File: src/rtl/lc3_pkg.sv
// lc3_pkg: shared LC-3 opcode, memory-access code types and datapath widths
package lc3_pkg;
  localparam int MEM_W = 16;
  localparam int ADDR_W = 16;
  typedef enum logic [3:0] {
    OP_BR, OP_ADD, OP_LD, OP_ST, OP_JSR, OP_AND, OP_LDR, OP_STR,
    OP_RTI, OP_NOT, OP_LDI, OP_STI, OP_JMP, OP_RES, OP_LEA, OP_TRAP
  } op_t;
  typedef enum logic [1:0] {
    MS_READ = 2'd0,
    MS_IND = 2'd1,
    MS_WRITE = 2'd2,
    MS_IDLE = 2'd3
  } mem_state_t;
endpackage

File: src/rtl/lc3_mem_access.sv
// lc3_mem_access: LC-3 memory-access stage driving a req/ack data-memory bus
module lc3_mem_access
  import lc3_pkg::*;
#(
  parameter int WAIT_MAX = 255
) (
  input  logic              clk,
  input  logic              rst,
  input  logic [1:0]        mem_state,
  input  logic [ADDR_W-1:0] M_Addr,
  input  logic [MEM_W-1:0]  M_Data,
  output logic              dmem_req,
  output logic              dmem_we,
  output logic [ADDR_W-1:0] dmem_addr,
  output logic [MEM_W-1:0]  dmem_din,
  input  logic [MEM_W-1:0]  dmem_dout,
  input  logic              dmem_ack,
  output logic [MEM_W-1:0]  memout,
  output logic              complete_data,
  output logic              mem_err
);
  localparam logic [1:0] IDLE = 2'd0, ACCESS = 2'd1, DONE = 2'd2;
  localparam int CW = ($clog2(WAIT_MAX + 1) > 8) ? $clog2(WAIT_MAX + 1) : 8;
  logic [1:0] state, code, last_code;
  logic [ADDR_W-1:0] ind_ptr;
  logic ind_valid;
  logic [CW-1:0] wait_cnt;
  logic start;
  assign start = (state == IDLE) && (mem_state != MS_IDLE) && (mem_state != last_code);
  always_ff @(posedge clk) begin
    if (rst) begin
      state <= IDLE;
      code <= MS_IDLE;
      last_code <= MS_IDLE;
      ind_ptr <= '0;
      ind_valid <= 1'b0;
      wait_cnt <= '0;
      dmem_req <= 1'b0;
      dmem_we <= 1'b0;
      dmem_addr <= '0;
      dmem_din <= '0;
      memout <= '0;
      complete_data <= 1'b0;
      mem_err <= 1'b0;
    end else begin
      complete_data <= 1'b0;
      case (state)
        IDLE: begin
          if (mem_state == MS_IDLE) last_code <= MS_IDLE;
          if (start) begin
            state <= ACCESS;
            code <= mem_state;
            dmem_req <= 1'b1;
            dmem_we <= mem_state == MS_WRITE;
            dmem_addr <= (mem_state != MS_IND && ind_valid) ? ind_ptr : M_Addr;
            dmem_din <= M_Data;
            wait_cnt <= '0;
          end
        end
        ACCESS: begin
          if (dmem_ack) begin
            state <= DONE;
            dmem_req <= 1'b0;
            complete_data <= 1'b1;
            if (code == MS_READ) memout <= dmem_dout;
            if (code == MS_IND) begin
              ind_ptr <= dmem_dout;
              ind_valid <= 1'b1;
            end
          end else if (wait_cnt == CW'(WAIT_MAX - 1)) begin
            state <= DONE;
            dmem_req <= 1'b0;
            complete_data <= 1'b1;
            mem_err <= 1'b1;
            ind_valid <= 1'b0;
          end else begin
            wait_cnt <= wait_cnt + 1'b1;
          end
        end
        default: begin
          state <= IDLE;
          last_code <= code;
          if (code != MS_IND) ind_valid <= 1'b0;
        end
      endcase
    end
  end
endmodule

File: config.mk
export PLATFORM = sky130hd
export DESIGN_NAME = lc3_mem_access
export DESIGN_NICKNAME = d
export VERILOG_FILES = /design/src/rtl/lc3_pkg.sv /design/src/rtl/lc3_mem_access.sv
export SDC_FILE = /design/constraint.sdc
export NUM_CORES = 1
export LEC_CHECK = 0
export CAP_MARGIN = 30
export CORE_MARGIN = 8
export CORE_UTILIZATION = 60
export DETAILED_ROUTE_END_ITERATION = 12
export DONT_BUFFER_PORTS = 1
export PLACE_DENSITY = 0.88
export SYNTH_ARGS = -nofsm -noshare
export SYNTH_HDL_FRONTEND = slang
export SYNTH_SLANG_ARGS = --single-unit
File: constraint.sdc
create_clock -name clk -period 4.8 [get_ports clk]
set_input_delay 0.72 -clock clk [delete_from_list [all_inputs] [get_ports clk]]
set_output_delay 0.72 -clock clk [all_outputs]
set_load 0.01 [all_outputs]
---- Word level (Yosys, flattened, before mapping) ----
Cells that the tools add are included.
word-level totals
  flip-flop bits (word level) ............. 83
  word-level logic and storage cells ...... 70
  output and inout port bits .............. 52
  input port bits ......................... 53
cells by class
  bitwise operators ....................... 3
  eq/ne operators ......................... 15
  $add $sub $neg .......................... 1
  muxes and demuxes ....................... 21
  reduce and logical (&&, ||, !) cells .... 17
operator list
  operator             number
  $mux 8               3
  $mux 16              1
  $pmux 8 s2           1
  $reduce_and 3->1     4
  $add 8x1->8 const B  1
  $eq 8x8->1 const B   1
  $mux 1               8
  $mux 2               4
  $ne 2x2->1 const B   4
  $pmux 2 s2           2
  $reduce_and 4->1     2
  $ne 2x1->1 const B   3
  $ne 3x3->1 const B   2
  $reduce_and 2->1     3
  $eq 2x1->1 const B   2
  $eq 2x2->1 const B   2
  $logic_not 2->1      2
  $pmux 1 s2           2
  $reduce_bool 2->1    2
  $logic_and 1x1->1    3
  $not 1->1            3
  $ne 2x2->1           1
  $reduce_or 2->1      1

---- Logic depth before layout (Yosys ltp) ----
Gate-level depths: netlist of run 1.
  depth in word-level cells ............... 5
  gate-level depth with buffers ........... 6
  mapped depth without buffers ............ 6

---- Worst setup path before layout of run 1 ----
Ideal clock, no wire load.
  path kind ............................... input port to flip-flop
  from .................................... in dmem_ack
  to ...................................... reg wait_cnt[2]
  slack ................................... 2.913 ns
  data arrival time ....................... 1.829 ns
  data required time ...................... 4.742 ns
  buffers on the path ..................... 0
  stages .................................. 4
  path through ............................ or4b_1 > o21bai_1 > nor3b_1 > a211o_1
on the way
  word-level cells in the longest chain between the ends .. 2
RTL lines
  element                            line                  text
  start, declared                    lc3_mem_access.sv:17  input logic dmem_ack,
  $ne 2x2->1 (no source line)        -
  $reduce_and 4->1 (no source line)  -
  end signal, assigned               lc3_mem_access.sv:77  wait_cnt <= wait_cnt + 1'b1;
  end, declared                      lc3_mem_access.sv:27  logic [CW-1:0] wait_cnt;
Every way passes these cells.
A chain may end at the register's enable or synchronous reset.

---- Worst setup path in the final report of run 1 ----
  from .................................... reg state[0]
  to ...................................... reg wait_cnt[7]
on the way
  word-level cells in the longest chain between the ends .. 5
  elaborated cells between the ends (all ways) .. 10
  those cells by class .................... 4 x eq/ne; 1 x mux; 5 x reduce/logical
RTL lines
  element                            line                                        text
  start, declared                    lc3_mem_access.sv:24                        logic [1:0] state, code, last_code;
  start signal, assigned             lc3_mem_access.sv:32                        state <= IDLE;
  start signal, assigned             lc3_mem_access.sv:51                        state <= ACCESS;
  start signal, assigned             lc3_mem_access.sv:62                        state <= DONE;
  $logic_not 2->1                    lc3_mem_access.sv:29, lc3_mem_access.sv:47
  $logic_and 1x1->1 (2 in a row)     lc3_mem_access.sv:29                        assign start = (state == IDLE) && (mem_state != MS_IDLE) && (mem_state != last_code);
  $ne 2x2->1 (no source line)        -
  $reduce_and 4->1 (no source line)  -
Several ways; a longest one is shown, not always the timed one.

==> qor.csv, run 1 <==
stage;metric;value;unit
cts;clk_pin_slew_worst_paths;80;ps
drt;detail_route.iter0.violations;127;
worst_setup_path;arrival;2210;ps
placed_design;dp_hpwl;5940;um
floorplan;start_util;61.8;%
yosys;synth-xor-area-share;0;%
drt;vias;2568;
finish;antenna_cells;0;
pwr;vdd_drop_max;0.239;mV
timing;fin_crit_sh;41.6;%
yosys;syn_avg_cell_area;9.58;um^2
timing;grt_setup_unrepaired;false;
cts;htree_levels;3;
cts;post_cts_buffers;0;
grt;grt.busiest_layer;met2;
yosys;synthDistinctLibCells;41;
worst_hold_path;hp-class;in2reg;
yosys;seq_area_frac_synth;49.1;%
yosys;netlist_area;0.00338;mm^2
placed_design;dp_slack;2310;ps
timing;timing.final.ws_setup;2800;ps
cts;cts_buffer_depth;2;
run_status;status;completed;
grt;grt_pass1_wl;13100;um
cts;cts_sinks;83;
finish;nets;402;
floorplan;row_count;27;
worst_setup_path;start_kind;flip-flop;
cts;cts_made_buffers;9;
pwr;total_power;1.46;mW
cts;hold_buffers;0;
pwr;leakage;1.54;nW
yosys;synth_compound_area_share;14.6;%
yosys;synth_warnings;0;
pwr;power.density;397;mW/mm^2
timing;drv_slew;0;
cts;ctsResizeCount;0;
placed_design;gp_congestion;0.820;
grt;grtUsageMet1;20.5;%
grt;grt_overflow_total;0;
yosys;synth_top_family_by_area;simple AND/OR/NAND/NOR gates;
finish;multi_input_area;0.00159;mm^2
cts;cts_root_buf;clkbuf_8;
floorplan;die_y;91.1;um
timing;worst-slew-pin-transition;649;ps
cts;clock_latency;350;ps
finish;fillers;442;
pwr;switching_share;25.0;%
pwr;intPower;1.09;mW
grt;grt_usage;19.4;%
floorplan;core_area;0.00547;mm^2
pwr;p_switching;364;uW
floorplan;ios;105;
drt;wl_per_cell;19.3;um
pwr;pwr-share-clk;37.5;%
finish;register_area;0.00166;mm^2
yosys;synth_cells;353;
timing;fin_crit;2000;ps
placed_design;io_buffers;0;
pwr;combPwrFrac;9.2;%
yosys;muxShareOfSynthArea;14.2;%
timing;setup_tns;0;ps
floorplan;fp.dieW;91.1;um
timing;slew-limit-headroom;56.7;%
yosys;yosys.area_share.simple;17.6;%
yosys;synthAdderAreaFrac;0.740;%
grt;grt_max_degree;78;
yosys;yosys_register_bits;83;
pwr;seqPwrFrac;53.3;%
drt;dr.pass1.iters;4;
floorplan;die-area;0.00829;mm^2
drt;vias_per_cell;6.06;
finish;area_growth;8.66;%
worst_setup_path;crit_required;5020;ps
cts;cts_tree;built;
finish;layout-drive-gt1-share;7.39;%
yosys;syn_nets;408;
timing;hold_viol_final;0;
drt;drc;0;
grt;antenna_found_initial;0;
timing;max_clock_freq;0.501;GHz
grt;grt_util_met3;10.8;%
worst_setup_path;end_kind;flip-flop;
grt;met2_usage;32.1;%
worst_setup_path;worstPathMaxFanout;21;
drt;drt_wl_total;8170;um
timing;finClkSkew;9.16;ps
timing;finalSetupViolations;0;
drt;postRouteAntennaNets;0;
grt;grt_pass1_vias;2498;
job;maxCapViolCount;0;
worst_setup_path;path_class;reg2reg;
[cell usage after synthesis]
cell	count	share of area, %
dfxtp_1	83	49
mux2i_1	48	14
nor2_1	38	4.2
nor3_1	23	3.4
o21ai_0	21	3.1
nand3_1	20	3.0
a21oi_1	19	2.8
a211oi_1	16	3.6
clkbuf_1	13	1.4
nand2_1	9	1.0
buf_2	8	1.2
a211o_1	5	1.3
nor2b_1	5	0.93
o21a_1	5	1.1
inv_1	4	0.44
and3_1	3	0.56
nand2b_1	3	0.56
nor3b_1	3	0.67
a21o_1	2	0.44
a31oi_1	2	0.37
ha_1	2	0.74
o22ai_1	2	0.37
a2111oi_1	1	0.30
a221oi_1	1	0.26
buf_1	1	0.11
buf_4	1	0.22
buf_6	1	0.33
nand3b_1	1	0.22
nand4_1	1	0.19
nand4b_1	1	0.26
nor4_2	1	0.37
nor4_4	1	0.63
nor4b_4	1	0.70
o21ai_2	1	0.26
o21bai_1	1	0.22
o2bb2ai_1	1	0.26
o31ai_1	1	0.22
or2_2	1	0.19
or3_1	1	0.19
or3b_1	1	0.26
or4b_1	1	0.30
[path summary, 6_finish.rpt]
kind / startpoint / to / slack (ps) / depth (start not counted)
worst max-delay path: state[0]$_SDFFE_PP0P_ / wait_cnt[7]$_SDFFE_PP0P_ / 2800 / 5
worst min-delay path: rst / dmem_addr[13]$_SDFFE_PP0P_ / 450 / 1
worst max register to register: state[0]$_SDFFE_PP0P_ / wait_cnt[7]$_SDFFE_PP0P_ / 2800 / 5
worst min register to register: ind_ptr[1]$_SDFFE_PP0P_ / ind_ptr[1]$_SDFFE_PP0P_ / 500 / 2
[power by group through the flow]
stage | Sequential [mW] | Combinational, mW | Clock (mW)
after floorplan | 0.779 | 0.113 | 0
after global placement | 0.792 | 0.118 | 0
after detailed placement | 0.794 | 0.127 | 0
after CTS | 0.778 | 0.128 | 0.561
after global routing | 0.781 | 0.150 | 0.583
final | 0.776 | 0.134 | 0.547
[through the flow]
step / std cells / hold WS (ps) / cell area (um^2) / utilization (%)
5_1_grt: 424 / 418 / 3670 / 67.1
6_report: 424 / 450 / 3670 / 67.1
3_5_place_dp: 407 / 484 / 3430 / 62.6
4_1_cts: 423 / 420 / 3650 / 66.6
3_3_place_gp: 404 / 474 / 3380 / 61.8
2_1_floorplan: 353 / 463 / 3380 / -
[logic make-up (layout without fill, tap and decap cells)]
family	after synthesis	after routing
simple gates	114	114
flops	83	83
compound gates	78	78
mux	48	48
buf+inv	28	27
fa+ha+maj	2	2
[critical path: stages, from the launching register on]
cell and delay, ps:
dfxtp_1 460, nor3_1 120, o21ai_1 100, buf_4 260, nand2_1 430, a2111oi_1 490
[final cells by class]
type	count	share of cell area (%)
well taps	72	2.45
inverters	4	0.409
multi-input cells	242	43.4
clock buffers	12	3.95
flip-flops and latches	83	45.2
clock inverters	4	2.01
repair buffers	7	2.59
[flip-flops by register name, summed over array words and instances, names as in the netlist]
| register | flops |
|---|---|
| dmem_addr | 16 |
| dmem_din | 16 |
| code | 2 |
| ind_ptr | 16 |
| last_code | 2 |
| dmem_we | 1 |
| mem_err | 1 |
| wait_cnt | 8 |
| dmem_req | 1 |
| ind_valid | 1 |
| complete_data | 1 |
| state | 2 |
| memout | 16 |
[layer usage]
| metal | wire (um) | vias up | share of wire (%) |
|---|---|---|---|
| met5 | 0 | - | 0 |
| met4 | 70 | 0 | 0.86 |
| met3 | 963 | 8 | 12 |
| met2 | 3910 | 95 | 48 |
| met1 | 3230 | 1206 | 40 |
| li1 | - | 1259 | - |
[cell usage in the layout (no fill, tap or decap), types with 2 or more instances in the layout]
cell,synthesis,final
nand3_1,20,20
mux2i_1,48,48
nor3_1,23,23
nor3b_1,3,3
buf_8,0,3
a31oi_1,2,2
clkbuf_1,13,2
nand2_1,9,9
nor2b_1,5,5
a21oi_1,19,19
nor2_1,38,38
inv_1,4,4
and3_1,3,3
o21ai_1,0,2
o21ai_0,21,19
o22ai_1,2,2
a211oi_1,16,16
buf_4,1,3
bufinv_16,0,2
clkbuf_8,0,10
a21o_1,2,2
nand2b_1,3,3
ha_1,2,2
a211o_1,5,5
dfxtp_1,83,83
o21a_1,5,5
(Power assumes the default switching activity.)
==> run 2, diff against run 1 <==
CORE_UTILIZATION = 56   (was 60)
PLACE_DENSITY = 0.86   (was 0.88)
clock period = 1.8 ns   (was 4.8 ns; I/O delays follow)
==> qor.csv, run 2 (synthesis results as in run 1) <==
stage;metric;value;unit
run_status;status;completed;
cts;clk_pin_slew_worst_paths;80;ps
drt;vias;2609;
drt;postRouteAntennaNets;0;
finish;antenna_cells;0;
worst_setup_path;path_class;reg2reg;
grt;grt_usage;18.7;%
floorplan;ios;105;
worst_hold_path;hp-class;in2reg;
grt;antenna_found_initial;0;
timing;worst-slew-pin-transition;430;ps
floorplan;start_util;57.4;%
timing;grt_setup_unrepaired;true;
pwr;vdd_drop_max;0.695;mV
finish;area_growth;9.18;%
cts;cts_buffer_depth;2;
worst_setup_path;worstPathMaxFanout;7;
placed_design;dp_hpwl;5710;um
finish;layout-drive-gt1-share;9.50;%
floorplan;fp.dieW;93.7;um
job;maxCapViolCount;0;
grt;grt_max_degree;71;
timing;slew-limit-headroom;71.3;%
worst_setup_path;end_kind;flip-flop;
grt;grt_overflow_total;0;
finish;register_area;0.00166;mm^2
finish;nets;408;
finish;final_cell_area;0.00369;mm^2
floorplan;core_area;0.00589;mm^2
placed_design;dp_slack;90.1;ps
drt;detail_route.iter0.violations;183;
timing;fin_crit;1720;ps
drt;drt_wl_total;8050;um
drt;wl_per_cell;18.6;um
timing;finalSetupViolations;0;
cts;cts_root_buf;clkbuf_8;
timing;max_clock_freq;0.580;GHz
timing;whs;29.4;ps
timing;fin_crit_sh;95.7;%
worst_setup_path;arrival;2000;ps
cts;htree_levels;3;
floorplan;row_count;28;
finish;layout_commonest_cell;dfxtp_1;
timing;timing.final.ws_setup;77.0;ps
placed_design;gp_congestion;0.857;
pwr;power.density;1040;mW/mm^2
drt;drc;0;
worst_setup_path;start_kind;flip-flop;
timing;drv_slew;0;
cts;clock_latency;350;ps
finish;fillers;489;
placed_design;io_buffers;0;
placed_design;placement.cell_area;0.00344;mm^2
timing;finClkSkew;12.1;ps
pwr;leakage;1.55;nW
drt;dr.pass1.iters;4;
cts;cts_sinks;83;
cts;cts_tree;built;
worst_setup_path;crit_required;2080;ps
grt;grt_pass1_vias;2563;
floorplan;die_y;93.7;um
finish;multi_input_area;0.00159;mm^2
grt;grt_pass1_wl;13100;um
cts;cts_made_buffers;9;
finish;layout_common_cells;dfxtp_1 (82), mux2i_1 (48), nor2_1 (38), nor3_1 (23), nand3_1 (20);
floorplan;die-area;0.00878;mm^2
drt;vias_per_cell;6.03;
timing;hold_viol_final;0;
pwr;total_power;3.84;mW
==> run 2: area by class of cell <==
type	count	share of cell area, %
Clock inverter	7	2.24
Multi-Input combinational cell	242	43.2
Inverter	4	0.407
Sequential cell	83	45.1
Timing Repair Buffer	13	3.25
Clock buffer	9	3.36
Tap cell	75	2.54
==> run 2: worst paths after layout <==
path	slack [ps]	cells past startpoint	to	from
worst min-delay path	30	2	code[1]$_SDFFE_PP1P_	rst
worst max register to register	80	6	wait_cnt[1]$_SDFFE_PP0P_	wait_cnt[1]$_SDFFE_PP0P_
worst max-delay path	80	6	wait_cnt[1]$_SDFFE_PP0P_	wait_cnt[1]$_SDFFE_PP0P_
worst min register to register	500	2	ind_ptr[9]$_SDFFE_PP0P_	ind_ptr[9]$_SDFFE_PP0P_
==> run 2: worst max-delay path: stages, from the launching register on <==
cell and delay, ps:
dfxtp_1 400, ha_1 200, nand4_1 180, o21ai_0 310
nor4b_4 250, buf_4 190, o2bb2ai_1 120
==> run 2: timing repair <==
item,in CTS,in global routing
hold endpoints to repair,70,0
gates resized for setup,0,1
hold buffers,2,0
setup buffers,0,1
setup endpoints to repair,0,7
==> run 2: routing by layer <==
| metal | vias up | share of wire [%] | global-route usage, % |
|---|---|---|---|
| li1 | 1267 | - | - |
| met1 | 1223 | 40 | 22.0 |
| met2 | 110 | 46 | 28.6 |
| met3 | 9 | 13 | 8.79 |
| met4 | 0 | 1.4 | 7.53 |
| met5 | - | 0 | 0 |
==> run 2: report_power, final <==
part	total (mW)	internal [mW]	switching (mW)
logic	0.387	0.159	0.228
registers	2.07	1.94	0.125
clock network	1.39	0.663	0.725
==> run 2: through the flow <==
step	util, %	instances	setup TNS [ps]
after floorplan	-	353	0
after global placement	58.4	414	0
after detailed placement	58.4	414	0
after CTS	62.6	432	0
after global routing	62.7	433	-126
final	62.7	433	0
